### src/rtl/gpu_ctrl_regs.sv
// AXI4-lite register file and frame sequencer for gpu_top: holds triangle count and base
// addresses, launches a frame on START and reports completion through DONE/irq.
module gpu_ctrl_regs #(
    parameter int unsigned SADDR_WIDTH = 32,
    parameter int unsigned MADDR_WIDTH = 32
) (
    input  logic                   clk,
    input  logic                   reset_n,
    input  logic [SADDR_WIDTH-1:0] awaddr,
    input  logic [2:0]             awprot,
    input  logic                   awvalid,
    output logic                   awready,
    input  logic [31:0]            wdata,
    input  logic [3:0]             wstrb,
    input  logic                   wvalid,
    output logic                   wready,
    output logic [1:0]             bresp,
    output logic                   bvalid,
    input  logic                   bready,
    input  logic [SADDR_WIDTH-1:0] araddr,
    input  logic [2:0]             arprot,
    input  logic                   arvalid,
    output logic                   arready,
    output logic [31:0]            rdata,
    output logic [1:0]             rresp,
    output logic                   rvalid,
    input  logic                   rready,
    input  logic                   frame_end,
    output logic                   frame_start,
    output logic [31:0]            triangles_count,
    output logic [MADDR_WIDTH-1:0] base_addr_vertex,
    output logic [MADDR_WIDTH-1:0] base_addr_color,
    output logic                   irq
);

    localparam logic W_IDLE = 1'b0;
    localparam logic W_RESP = 1'b1;
    localparam logic R_IDLE = 1'b0;
    localparam logic R_DATA = 1'b1;

    localparam logic [1:0] RESP_OKAY   = 2'b00;
    localparam logic [1:0] RESP_SLVERR = 2'b10;

    localparam logic [2:0] A_CTRL   = 3'd0;
    localparam logic [2:0] A_STATUS = 3'd1;
    localparam logic [2:0] A_TRI    = 3'd2;
    localparam logic [2:0] A_VTX    = 3'd3;
    localparam logic [2:0] A_COL    = 3'd4;
    localparam logic [2:0] A_FCNT   = 3'd5;

    logic        wstate_q, wstate_d;
    logic        awready_q, awready_d;
    logic        wready_q, wready_d;
    logic        aw_got_q, aw_got_d;
    logic        w_got_q, w_got_d;
    logic [2:0]  waddr_q, waddr_d;
    logic [31:0] wbuf_q, wbuf_d;
    logic [3:0]  wstrb_q, wstrb_d;
    logic        bvalid_q, bvalid_d;
    logic [1:0]  bresp_q, bresp_d;

    logic        rstate_q, rstate_d;
    logic        arready_q, arready_d;
    logic        rvalid_q, rvalid_d;
    logic [31:0] rdata_q, rdata_d;
    logic [1:0]  rresp_q, rresp_d;

    logic        irq_en_q, irq_en_d;
    logic        busy_q, busy_d;
    logic        done_q, done_d;
    logic [31:0] tri_cnt_q, tri_cnt_d;
    logic [31:0] vtx_base_q, vtx_base_d;
    logic [31:0] col_base_q, col_base_d;
    logic [31:0] frame_cnt_q, frame_cnt_d;
    logic        frame_start_q, frame_start_d;

    logic unused_inputs;
    assign unused_inputs = ^{awprot, arprot, awaddr[SADDR_WIDTH-1:5], awaddr[1:0],
                             araddr[SADDR_WIDTH-1:5], araddr[1:0]};

    function automatic logic [31:0] merge_bytes(input logic [31:0] old_val,
                                                input logic [31:0] new_val,
                                                input logic [3:0]  strb);
        logic [31:0] res;
        for (int i = 0; i < 4; i++) begin
            res[i*8 +: 8] = strb[i] ? new_val[i*8 +: 8] : old_val[i*8 +: 8];
        end
        return res;
    endfunction

    // Write channel, register commit and frame sequencing.
    always_comb begin
        wstate_d      = wstate_q;
        awready_d     = awready_q;
        wready_d      = wready_q;
        aw_got_d      = aw_got_q;
        w_got_d       = w_got_q;
        waddr_d       = waddr_q;
        wbuf_d        = wbuf_q;
        wstrb_d       = wstrb_q;
        bvalid_d      = bvalid_q;
        bresp_d       = bresp_q;
        irq_en_d      = irq_en_q;
        busy_d        = busy_q;
        done_d        = done_q;
        tri_cnt_d     = tri_cnt_q;
        vtx_base_d    = vtx_base_q;
        col_base_d    = col_base_q;
        frame_cnt_d   = frame_cnt_q;
        frame_start_d = 1'b0;

        unique case (wstate_q)
            W_IDLE: begin
                if (aw_got_q && w_got_q) begin
                    bresp_d  = RESP_OKAY;
                    case (waddr_q)
                        A_CTRL: begin
                            if (busy_q) begin
                                // START while busy is a harmless retrigger; IRQ_EN change is refused
                                if (!(wstrb_q[0] && wbuf_q[0])) bresp_d = RESP_SLVERR;
                            end else if (wstrb_q[0]) begin
                                irq_en_d = wbuf_q[1];
                                if (wbuf_q[0]) begin
                                    if (tri_cnt_q != 32'd0) begin
                                        frame_start_d = 1'b1;
                                        busy_d        = 1'b1;
                                    end else begin
                                        done_d      = 1'b1;
                                        frame_cnt_d = frame_cnt_q + 32'd1;
                                    end
                                end
                            end
                        end
                        A_STATUS: begin
                            if (wstrb_q[0] && wbuf_q[1]) done_d = 1'b0;
                        end
                        A_TRI: begin
                            if (busy_q) bresp_d = RESP_SLVERR;
                            else tri_cnt_d = merge_bytes(tri_cnt_q, wbuf_q, wstrb_q);
                        end
                        A_VTX: begin
                            if (busy_q) bresp_d = RESP_SLVERR;
                            else vtx_base_d = merge_bytes(vtx_base_q, wbuf_q, wstrb_q);
                        end
                        A_COL: begin
                            if (busy_q) bresp_d = RESP_SLVERR;
                            else col_base_d = merge_bytes(col_base_q, wbuf_q, wstrb_q);
                        end
                        A_FCNT: ;
                        default: bresp_d = RESP_SLVERR;
                    endcase
                    bvalid_d  = 1'b1;
                    wstate_d  = W_RESP;
                    aw_got_d  = 1'b0;
                    w_got_d   = 1'b0;
                    awready_d = 1'b0;
                    wready_d  = 1'b0;
                end else begin
                    if (awvalid && awready_q) begin
                        aw_got_d = 1'b1;
                        waddr_d  = awaddr[4:2];
                    end
                    if (wvalid && wready_q) begin
                        w_got_d = 1'b1;
                        wbuf_d  = wdata;
                        wstrb_d = wstrb;
                    end
                    awready_d = !aw_got_d;
                    wready_d  = !w_got_d;
                end
            end
            W_RESP: begin
                awready_d = 1'b0;
                wready_d  = 1'b0;
                if (bready) begin
                    bvalid_d  = 1'b0;
                    wstate_d  = W_IDLE;
                    awready_d = 1'b1;
                    wready_d  = 1'b1;
                end
            end
            default: wstate_d = W_IDLE;
        endcase

        // Evaluated after the commit so a completion beats a same-cycle DONE clear.
        if (frame_end && busy_q) begin
            busy_d      = 1'b0;
            done_d      = 1'b1;
            frame_cnt_d = frame_cnt_q + 32'd1;
        end
    end

    // Read channel; data comes from current register state, so a same-cycle commit is not seen.
    always_comb begin
        rstate_d  = rstate_q;
        arready_d = arready_q;
        rvalid_d  = rvalid_q;
        rdata_d   = rdata_q;
        rresp_d   = rresp_q;

        unique case (rstate_q)
            R_IDLE: begin
                arready_d = 1'b1;
                if (arvalid && arready_q) begin
                    rresp_d = RESP_OKAY;
                    case (araddr[4:2])
                        A_CTRL:   rdata_d = {30'd0, irq_en_q, 1'b0};
                        A_STATUS: rdata_d = {30'd0, done_q, busy_q};
                        A_TRI:    rdata_d = tri_cnt_q;
                        A_VTX:    rdata_d = vtx_base_q;
                        A_COL:    rdata_d = col_base_q;
                        A_FCNT:   rdata_d = frame_cnt_q;
                        default: begin
                            rdata_d = 32'd0;
                            rresp_d = RESP_SLVERR;
                        end
                    endcase
                    rvalid_d  = 1'b1;
                    arready_d = 1'b0;
                    rstate_d  = R_DATA;
                end
            end
            R_DATA: begin
                arready_d = 1'b0;
                if (rready) begin
                    rvalid_d  = 1'b0;
                    arready_d = 1'b1;
                    rstate_d  = R_IDLE;
                end
            end
            default: rstate_d = R_IDLE;
        endcase
    end

    always_ff @(posedge clk or negedge reset_n) begin
        if (!reset_n) begin
            wstate_q      <= W_IDLE;
            awready_q     <= 1'b0;
            wready_q      <= 1'b0;
            aw_got_q      <= 1'b0;
            w_got_q       <= 1'b0;
            waddr_q       <= 3'd0;
            wbuf_q        <= 32'd0;
            wstrb_q       <= 4'd0;
            bvalid_q      <= 1'b0;
            bresp_q       <= 2'd0;
            rstate_q      <= R_IDLE;
            arready_q     <= 1'b0;
            rvalid_q      <= 1'b0;
            rdata_q       <= 32'd0;
            rresp_q       <= 2'd0;
            irq_en_q      <= 1'b0;
            busy_q        <= 1'b0;
            done_q        <= 1'b0;
            tri_cnt_q     <= 32'd0;
            vtx_base_q    <= 32'd0;
            col_base_q    <= 32'd0;
            frame_cnt_q   <= 32'd0;
            frame_start_q <= 1'b0;
        end else begin
            wstate_q      <= wstate_d;
            awready_q     <= awready_d;
            wready_q      <= wready_d;
            aw_got_q      <= aw_got_d;
            w_got_q       <= w_got_d;
            waddr_q       <= waddr_d;
            wbuf_q        <= wbuf_d;
            wstrb_q       <= wstrb_d;
            bvalid_q      <= bvalid_d;
            bresp_q       <= bresp_d;
            rstate_q      <= rstate_d;
            arready_q     <= arready_d;
            rvalid_q      <= rvalid_d;
            rdata_q       <= rdata_d;
            rresp_q       <= rresp_d;
            irq_en_q      <= irq_en_d;
            busy_q        <= busy_d;
            done_q        <= done_d;
            tri_cnt_q     <= tri_cnt_d;
            vtx_base_q    <= vtx_base_d;
            col_base_q    <= col_base_d;
            frame_cnt_q   <= frame_cnt_d;
            frame_start_q <= frame_start_d;
        end
    end

    assign awready          = awready_q;
    assign wready           = wready_q;
    assign bvalid           = bvalid_q;
    assign bresp            = bresp_q;
    assign arready          = arready_q;
    assign rvalid           = rvalid_q;
    assign rdata            = rdata_q;
    assign rresp            = rresp_q;
    assign frame_start      = frame_start_q;
    assign triangles_count  = tri_cnt_q;
    assign base_addr_vertex = vtx_base_q[MADDR_WIDTH-1:0];
    assign base_addr_color  = col_base_q[MADDR_WIDTH-1:0];
    assign irq              = done_q & irq_en_q;

endmodule

### config.mk
export PLATFORM = sky130hd
export DESIGN_NAME = gpu_ctrl_regs
export DESIGN_NICKNAME = d
export VERILOG_FILES = /design/src/rtl/gpu_ctrl_regs.sv
export SDC_FILE = /design/constraint.sdc
export NUM_CORES = 1
export LEC_CHECK = 0
export BUFFER_PORTS_ARGS = -buffer_cell sky130_fd_sc_hd__buf_2
export CORE_AREA = 2 2 155 157
export DETAILED_ROUTE_END_ITERATION = 10
export DIE_AREA = 0 0 157 159
export GPL_TIMING_DRIVEN = 0
export PLACE_DENSITY_LB_ADDON = 0.12
export SETUP_SLACK_MARGIN = 0.2
export SLEW_MARGIN = 40
export SYNTH_ARGS = -nofsm -noshare
export SYNTH_HDL_FRONTEND = slang
export SYNTH_SLANG_ARGS = --single-unit
export TNS_END_PERCENT = 100
### constraint.sdc
create_clock -name clk -period 4.68 [get_ports clk]
set_clock_uncertainty 0.15 [all_clocks]
set_input_delay 0.468 -clock clk [delete_from_list [all_inputs] [get_ports clk]]
set_output_delay 0.468 -clock clk [all_outputs]
set_load 0.1 [all_outputs]
==> results of run 1 <==
## stage by stage
stage | instance area [um2] | setup TNS [ns] | hold slack [ns]
global placement | 10500 | -192.82 | 0.275
global route | 11300 | 0 | 0.00686
finish | 11300 | 0 | 0.0185
CTS | 11300 | 0 | 0.000359
floorplan | 9130 | 0 | 0.0224
detailed placement | 10500 | 0 | 0.179
## power by group through the flow
| stage | registers [mW] | clock network [mW] | logic [mW] |
|---|---|---|---|
| 2_1_floorplan | 5.57 | 0 | 0.938 |
| 3_3_place_gp | 3.03 | 0 | 4.38 |
| 3_5_place_dp | 3.03 | 0 | 4.42 |
| 4_1_cts | 3.00 | 1.88 | 4.43 |
| 5_1_grt | 3.09 | 1.97 | 4.57 |
| 6_report | 3.00 | 1.84 | 4.40 |
## worst register-to-register path, cell delays in order, from the launching register on
cell     delay [ns]
dfrtp_1        0.42
nor4_1         0.41
nand2_1        0.22
or4_1          0.55
o21ai_1        0.39
mux2_1         0.36
## cells in the mapped netlist, types with 3 or more instances
cell      instances
nor4_1            9
and2_1            3
nor3_1            6
nand3_1          28
mux2_2          137
xnor2_1          11
o21ai_0          32
a22o_1           30
nor3_2            7
mux2i_1           3
buf_2             3
dfrtp_1         214
nor2_1           25
a21oi_1           6
xor2_1           20
nor4_4            3
a221oi_1         30
nor3b_1           4
a31oi_1           5
inv_1            10
buf_1             3
nand2_1          57
clkbuf_1         23
## path summary, 6_finish.rpt
check,startpoint,end,slack (ns)
max,araddr[2],rdata[6]$_DFFE_PN0P_,1.99
min,bready,wstate_q$_DFF_PN0_,0.02
max reg2reg,triangles_count[11]$_DFFE_PN0P_,frame_cnt_q[1]$_DFFE_PN0P_,2.06
min reg2reg,rstate_q$_DFF_PN0_,rvalid$_DFFE_PN0P_,0.30
max in group asynchronous,reset_n,base_addr_color[20]$_DFFE_PN0P_,3.20
min in group asynchronous,reset_n,wbuf_q[5]$_DFFE_PN0P_,0.24
## kinds of logic (layout without fill, tap and decap cells)
family	Yosys count	in the layout	synth area share, %
DFF	214	214	58.7
xor gates and xnor gates	31	31	2.98
muxes	141	141	17.4
buffers and inverters	44	277	2.04
and+or+nand+nor	157	157	9.39
other	1	4	0.0411
AOI/OAI and AO/OA	117	117	9.38
adders and majority gates	1	1	0.137
## final cells by class
cell class | instances | share of cell area, %
inverter | 10 | 0.331
antenna | 2 | 0.0442
timing repair buffer | 189 | 9.12
buffer | 34 | 1.31
clock buffer | 36 | 6.15
sequential | 214 | 47.2
multi-input combinational | 449 | 31.7
clock inverter | 8 | 0.629
tap | 319 | 3.52
## routing by layer
| layer | part of all wire [%] | vias to the layer above | track usage, % | wire (um) |
|---|---|---|---|---|
| met5 | 0 | - | 0 | 0 |
| li1 | - | 3028 | - | - |
| met2 | 47 | 164 | 34.0 | 12200 |
| met1 | 46 | 3337 | 29.6 | 11800 |
| met3 | 6.4 | 22 | 3.73 | 1670 |
| met4 | 1.0 | 0 | 4.34 | 262 |
## sequential cells by signal, summed over array words and instances, names as in the netlist, 3 cells and up
signal and cells:
wstrb_q 4, frame_cnt_q 32, wbuf_q 32, triangles_count 32, base_addr_vertex 32, rdata 32
waddr_q 3, base_addr_color 32
==> flow_summary.json, run 1 <==
{
  "crit_chain": "buf_2 > inv_1 > nor3b_1 > clkbuf_1 > clkbuf_1 > a221oi_1 > o21ai_0",
  "ys_types": 51,
  "final_common_cell": "dfrtp_1",
  "setup_viol": 0,
  "dieArea_um2": 25000,
  "via_per_inst": 5.20,
  "p_leak_nw": 5.62,
  "power_density_nw_per_um2": 815,
  "cp_slowest_cell": "clkbuf_1",
  "finalNonFillerCells": 1261,
  "hold_path_class": "in2reg",
  "drive_gt1_share_pct": 40.9,
  "dpl.cell_count": 1213,
  "ioPinCount": 253,
  "ir_drop_v": 0.000518,
  "cp.buffers_inverters": 4,
  "pre_cts_slack_ns": 1.45,
  "outcome": "finished, final reports clean",
  "path_class": "in2reg",
  "yosys_warnings": 0,
  "syn_to_final_growth_pct": 24.2,
  "hold_depth": 2,
  "worst-path-max-fanout": 10,
  "grt_setup_unrepaired": "false",
  "finalCriticalPeriod_ns": 2.69,
  "cp.depth": 7,
  "finish.utilization_pct": 48.9,
  "syn_area_per_cell_um2": 12.9,
  "synthesis.area_um2": 9130,
  "htreeDepth": 1,
  "finalWirelength_um": 26000,
  "root_buffer": "clkbuf_16",
  "synth_area_leaders": "dfrtp_1, mux2_2, a221oi_1",
  "grtUsageTotal_pct": 21.0,
  "p_seq_share_pct": 32.5,
  "hold_viol": 0,
  "critPathTopFamily": "buffers and inverters",
  "crit_top_cell": "clkbuf_1",
  "switching_share_pct": 52.4,
  "cts_buffer_depth": 3,
  "rr_worst_depth": 5,
  "cts_buffers": 25,
  "synth_top_area_cell": "dfrtp_1",
  "clk_pin_slew_ns": 0.06,
  "hold_buffers": 2,
  "clk_latency_ns": 0.52,
  "synth_edf_count": 0,
  "min_period_over_period_pct": 57.4,
  "grt_pass1_vias": 6764,
  "post-route-worst-setup-slack_ns": 1.99,
  "cts_resized": 0,
  "combPwrFrac_pct": 47.6,
  "cts_tree": "yes",
  "gp_congestion": 0.756,
  "grt_pass1_wl_um": 40500,
  "final-max-slew-violation-count": 0,
  "dieHeight_um": 159,
  "dp_hpwl_um": 18600,
  "cts_setup_buffers": 0,
  "wl_per_cell_um": 20.6,
  "synth-seq-cells": 214,
  "antenna_found_initial": 2,
  "coreArea_um2": 23200,
  "worstPathRequired_ns": 4.96,
  "endpoint_kind": "flop",
  "start_util_pct": 39.4,
  "grt_max_degree": 69,
  "intPower_mw": 4.39,
  "num_vias": 6551,
  "max_stage_delay_ns": 0.66,
  "multi_input_area_um2": 3590,
  "fmax_mhz": 372,
  "die_x_um": 157,
  "fill_cells": 2154,
  "final_nets": 1038,
  "dr.pass1.iters": 4,
  "worstMarginPinSlew_ns": 0.843,
  "port-buffer-count": 184,
  "maxCapViolCount": 0,
  "startpoint_type": "input port",
  "synth.top_cell.area_share_pct": 58.7,
  "synthArstFlopShare_pct": 100,
  "p_switching_mw": 4.84,
  "yosysSeqAreaShare_pct": 58.7,
  "seq_area_um2": 5360,
  "antenna_left": 0,
  "gr-total-overflow": 0,
  "cts.sinks": 214,
  "synthCells": 706,
  "synth_ff_type": "dfrtp_1",
  "cp.arrival_ns": 2.97,
  "route.detailed.drc": 0,
  "finalPower_mw": 9.24,
  "layout_common_cells": "dfrtp_1, buf_2, mux2_2",
  "drt_iter0_markers": 337,
  "std_cell_rows": 56,
  "max_slew_margin_pct": 43.8,
  "p_clk_share_pct": 19.9
}
Note: power is estimated with default switching activity, not from simulation.
==> run 2, diff against run 1 <==
==> constraint.sdc (replaced) <==
create_clock -name clk -period 2.71 [get_ports clk]
set_clock_uncertainty 0.15 [all_clocks]
set_input_delay 0.271 -clock clk [delete_from_list [all_inputs] [get_ports clk]]
set_output_delay 0.271 -clock clk [all_outputs]
set_load 0.1 [all_outputs]
==> run 2 against run 1 <==
Compared with the run above:
- register-to-register slack worse by 1.8 ns
- combinational power up 75%
- final cell count up 3.4%
- routed wire length up 1.4%
- total power up 76%
- sequential cell count unchanged
- core utilization up 2.8 points
- critical path depth down 2
- worst setup slack worse by 1.7 ns
- worst hold slack better by 0.0077 ns
- critical path type is now reg2reg
==> flow_summary.json, run 2 (same netlist as run 1, synthesis figures left out) <==
{
  "gr-total-overflow": 0,
  "dieHeight_um": 159,
  "syn_to_final_growth_pct": 31.3,
  "fill_cells": 2107,
  "clk_latency_ns": 0.52,
  "outcome": "finished, final reports clean",
  "fmax_mhz": 415,
  "cts_buffer_depth": 3,
  "cp.buffers_inverters": 0,
  "dieArea_um2": 25000,
  "final-max-slew-violation-count": 0,
  "maxCapViolCount": 0,
  "dpl.cell_count": 1213,
  "route.detailed.drc": 0,
  "p_clk_share_pct": 20.7,
  "hold_path_class": "in2reg",
  "min_period_over_period_pct": 88.9,
  "finalNonFillerCells": 1304,
  "p_leak_nw": 5.84,
  "ioPinCount": 253,
  "worstMarginPinSlew_ns": 0.811,
  "layout_common_cells": "buf_2, dfrtp_1, mux2_2",
  "num_antenna_cells": 0,
  "max_stage_delay_ns": 0.56,
  "max_slew_margin_pct": 45.9,
  "dr.pass1.iters": 4,
  "root_buffer": "clkbuf_16",
  "via_per_inst": 5.18,
  "clk_pin_slew_ns": 0.06,
  "grt_pass1_vias": 6943,
  "htreeDepth": 1,
  "final_nets": 1082,
  "num_vias": 6753,
  "startpoint": "triangles_count[11]$_DFFE_PN0P_",
  "start_util_pct": 39.4,
  "grt_pass1_wl_um": 40800,
  "timing.rr.start": "triangles_count[11]$_DFFE_PN0P_",
  "intPower_mw": 7.87,
  "port-buffer-count": 184,
  "finalWirelength_um": 26400,
  "cts_tree": "yes",
  "std_cell_rows": 56,
  "grt_setup_unrepaired": "false",
  "drt_iter0_markers": 359,
  "grt_max_degree": 65,
  "startpoint_type": "flop",
  "combPwrFrac_pct": 47.3,
  "setup_viol": 0,
  "coreArea_um2": 23200,
  "worst-path-max-fanout": 5,
  "worstHoldStart": "araddr[4]",
  "crit_chain": "nor4_2 > nand2_1 > or4_1 > o21ai_2 > mux2_1",
  "switching_share_pct": 51.7,
  "ir_drop_v": 0.000849,
  "die_x_um": 157,
  "drive_gt1_share_pct": 45.1,
  "endpoint_kind": "flop",
  "cp_slowest_cell": "or4_1",
  "finalSetupTns_ns": 0,
  "cts.sinks": 214,
  "dp_hpwl_um": 18500,
  "wl_per_cell_um": 20.2,
  "finalCriticalPeriod_ns": 2.41,
  "cts_buffers": 24,
  "cp.arrival_ns": 2.66,
  "final_common_cell": "buf_2",
  "power_density_nw_per_um2": 1360,
  "worstPathRequired_ns": 2.96,
  "antenna_found_initial": 0,
  "path_class": "reg2reg",
  "p_seq_share_pct": 32.0,
  "gp_congestion": 0.786,
  "critPathTopFamily": "simple AND/OR/NAND/NOR gates",
  "antenna_left": 0,
  "hold_viol": 0,
  "p_switching_mw": 8.44,
  "grtUsageTotal_pct": 21.2
}
-- run 2: changes by cell type in the layout (fill, tap and decap cells not counted), sizes merged --
cell,before,now
clkbuf,61,58
clkinvlp,1,0
buf,196,198
bufinv,1,3
diode,2,0
inv,11,10
clkinv,5,8
dlygate4sd3,2,45
-- run 2: worst register-to-register path: stages (launching register included) --
cell and delay, ns:
dfrtp_2 0.43, nor4_2 0.33, nand2_1 0.20, or4_1 0.57
o21ai_2 0.26, mux2_1 0.35
-- run 2: area by class of cell --
class / count / area (um2) / share of cell area, %
inverter: 10 / 37.5 / 0.313
timing repair buffer: 234 / 1480 / 12.3
sequential: 214 / 5390 / 45.0
tap: 319 / 399 / 3.33
clock inverter: 11 / 141 / 1.18
clock buffer: 33 / 684 / 5.71
buffer: 34 / 160 / 1.34
multi-input combinational: 449 / 3690 / 30.8
-- run 2: worst paths after layout --
check,end,slack (ns),depth (start not counted)
setup reg to reg,frame_cnt_q[1]$_DFFE_PN0P_,0.30,5
hold reg to reg,rvalid$_DFFE_PN0P_,0.31,1
setup / recovery,frame_cnt_q[1]$_DFFE_PN0P_,0.30,5
hold / removal,rdata[1]$_DFFE_PN0P_,0.03,4
min in group asynchronous,arready$_DFF_PN0_,0.05,2
max in group asynchronous,triangles_count[12]$_DFFE_PN0P_,1.42,4
-- run 2: power groups by stage --
stage                     Combinational (mW)  Sequential, mW  Clock [mW]
final                                   7.71            5.22        3.38
after global routing                    8.01            5.38        3.58
after floorplan                         1.62            9.64           0
after global placement                  7.57            5.25           0
after CTS                               7.71            5.20        3.45
after detailed placement                7.63            5.24           0
-- run 2: metal layers --
layer / part of all wire [%] / up-vias / global-route usage [%]
li1: - / 3107 / -
met1: 47 / 3409 / 30.6
met2: 46 / 201 / 33.8
met3: 5.1 / 36 / 3.51
met4: 2.1 / 0 / 4.88
met5: 0 / - / 0
-- run 2: timing repair --
item,CTS,global route
endpoints found under the setup margin,96,93
gates resized for setup,8,20
pin swaps,2,1
hold buffers,45,0
hold endpoints to repair,205,0
buffers inserted,2,0
-- run 2: stage by stage --
step | power, mW | utilization [%] | setup WS, ns | hold WS (ns) | cell area, um2
2_1_floorplan | 11.3 | - | 0.236 | -0.175 | 9170
3_3_place_gp | 12.8 | 45.2 | -3.12 | 0.286 | 10500
3_5_place_dp | 12.9 | 45.6 | -0.432 | 0.00695 | 10600
4_1_cts | 16.4 | 51.3 | 0.0214 | 0.0228 | 11900
5_1_grt | 17.0 | 51.7 | 0.203 | 0.0542 | 12000
6_report | 16.3 | 51.7 | 0.301 | 0.0263 | 12000
==> run 3, diff against run 2 <==
--- a/config.mk
+++ b/config.mk
@@ -11,6 +11,7 @@
 export DIE_AREA = 0 0 157 159
 export GPL_TIMING_DRIVEN = 0
 export PLACE_DENSITY_LB_ADDON = 0.12
+export REMOVE_ABC_BUFFERS = 1
 export SETUP_SLACK_MARGIN = 0.2
 export SLEW_MARGIN = 40
 export SYNTH_ARGS = -nofsm -noshare
==> run 3 against run 2 <==
Compared with the run above:
- combinational power decreased by 1%
- critical endpoint unchanged
- register-to-register slack worse by 0.06 ns
- final cell count is 1.5% lower
- first-iteration DRC count fell by 15%
==> flow_summary.json, run 3 (same netlist as run 1, synthesis figures left out) <==
{
  "path_class": "reg2reg",
  "antenna_left": 0,
  "final_nets": 1063,
  "worstMarginPinSlew_ns": 0.770,
  "layout_common_cells": "dfrtp_1, buf_2, mux2_2",
  "grt_pass1_wl_um": 38700,
  "clk_latency_ns": 0.51,
  "drive_gt1_share_pct": 42.5,
  "cts.sinks": 214,
  "cp.arrival_ns": 2.71,
  "cts_buffer_depth": 3,
  "p_leak_nw": 5.93,
  "grt_pass1_vias": 6729,
  "die_x_um": 157,
  "crit_chain": "nor4_1 > nand2_1 > or4_1 > o21ai_2 > mux2_1",
  "via_per_inst": 5.12,
  "antenna_found_initial": 0,
  "root_buffer": "clkbuf_16",
  "cts_tree": "yes",
  "hold_viol": 0,
  "wl_per_cell_um": 19.1,
  "setup_viol": 0,
  "clk_pin_slew_ns": 0.06,
  "endpoint_kind": "flop",
  "dp_hpwl_um": 16900,
  "num_antenna_cells": 0,
  "min_period_over_period_pct": 91.1,
  "r2r_setup_slack_ns": 0.24,
  "final-max-slew-violation-count": 0,
  "grtUsageTotal_pct": 19.8,
  "worst-path-max-fanout": 5,
  "gr-total-overflow": 0,
  "cts_buffers": 25,
  "port-buffer-count": 186,
  "startpoint_type": "flop",
  "ir_drop_v": 0.000828,
  "finish.utilization_pct": 51.8,
  "outcome": "finished, final reports clean",
  "coreArea_um2": 23200,
  "num_vias": 6583,
  "worstPathRequired_ns": 2.95,
  "start_util_pct": 39.4,
  "route.detailed.drc": 0,
  "gp_congestion": 0.749,
  "drt_iter0_markers": 306,
  "finalCriticalPeriod_ns": 2.47,
  "cp_slowest_cell": "or4_1",
  "fmax_mhz": 405,
  "final_common_cell": "dfrtp_1",
  "dieArea_um2": 25000,
  "finalWirelength_um": 24600,
  "cp.buffers_inverters": 0,
  "finalSetupTns_ns": 0,
  "max_stage_delay_ns": 0.59,
  "hold_path_class": "in2reg",
  "critPathTopFamily": "simple AND/OR/NAND/NOR gates",
  "syn_to_final_growth_pct": 31.7,
  "ioPinCount": 253,
  "htreeDepth": 1,
  "maxCapViolCount": 0,
  "grt_max_degree": 65,
  "std_cell_rows": 56,
  "dr.pass1.iters": 4,
  "power_density_nw_per_um2": 1370,
  "max_slew_margin_pct": 48.5,
  "dieHeight_um": 159,
  "grt_setup_unrepaired": "true"
}
## run 3: changes by cell type in the layout (fill, tap and decap cells not counted), moves of 3 or more
| cell | before | now |
|---|---|---|
| buf_2 | 185 | 190 |
| dfrtp_2 | 30 | 0 |
| nor4_2 | 5 | 2 |
| nor4_1 | 4 | 7 |
| clkbuf_2 | 9 | 0 |
| nand3_1 | 19 | 26 |
| clkbuf_1 | 20 | 2 |
| dfrtp_1 | 184 | 214 |
| buf_1 | 3 | 0 |
| nand3_2 | 9 | 0 |
| bufinv_16 | 3 | 6 |
## run 3: worst register-to-register path: cells and delay by family, from the launching register on
family	cells	cell delay, ns
AO/OA/AOI/OAI	1	0.26
flip-flops	1	0.41
multiplexers	1	0.35
AND/OR/NAND/NOR	3	1.19
## run 3: metrics by stage
step / cell area, um2 / total power, mW / std cells / hold slack, ns / setup WS, ns
3_5_place_dp: 10600 / 12.8 / 1192 / 0.0116 / 0.0893
3_3_place_gp: 10300 / 12.7 / 1178 / 0.277 / -2.71
6_report: 12000 / 16.5 / 1285 / 0.0300 / 0.241
4_1_cts: 12000 / 16.6 / 1284 / 0.00978 / 0.171
5_1_grt: 12000 / 17.2 / 1285 / 0.0407 / 0.153
2_1_floorplan: 8980 / 11.2 / 673 / -0.175 / -0.194
## run 3: cell type report
cell class	count	area [um2]
flip-flops and latches	214	5360
fillers	2074	11200
repair buffers	248	1620
clock buffers	32	702
clock inverters	13	220
multi-input cells	449	3680
well taps	319	399
inverters	10	37.5
## run 3: path summary, 6_finish.rpt
path                                                 start                               to  cells after the start
max reg2reg                triangles_count[14]$_DFFE_PN0P_       frame_cnt_q[1]$_DFFE_PN0P_                      5
max                        triangles_count[14]$_DFFE_PN0P_       frame_cnt_q[1]$_DFFE_PN0P_                      5
min in group asynchronous                          reset_n               rvalid$_DFFE_PN0P_                      2
min reg2reg                             rstate_q$_DFF_PN0_               rvalid$_DFFE_PN0P_                      1
min                                              araddr[4]             rdata[1]$_DFFE_PN0P_                      4
max in group asynchronous                          reset_n  triangles_count[29]$_DFFE_PN0P_                      4
## run 3: report_power, final
group,switching [mW],internal [mW]
clock network,1.33,2.39
registers,0.963,4.21
logic,6.04,1.56
total,8.33,8.16
## run 3: metal layers
layer / GRT usage, % / share of wire [%]
met2: 32.4 / 48
met5: 0 / 0
met1: 27.5 / 45
met3: 4.30 / 5.6
met4: 3.29 / 1.2
## run 3: timing repair
item | CTS | global route
endpoints found under the setup margin | 11 | 45
gates resized for setup | 2 | 5
endpoints found under the hold margin | 199 | 0
pin swaps | 2 | 1
cloned | 0 | 0
hold buffers | 45 | 0
setup buffers | 2 | 1
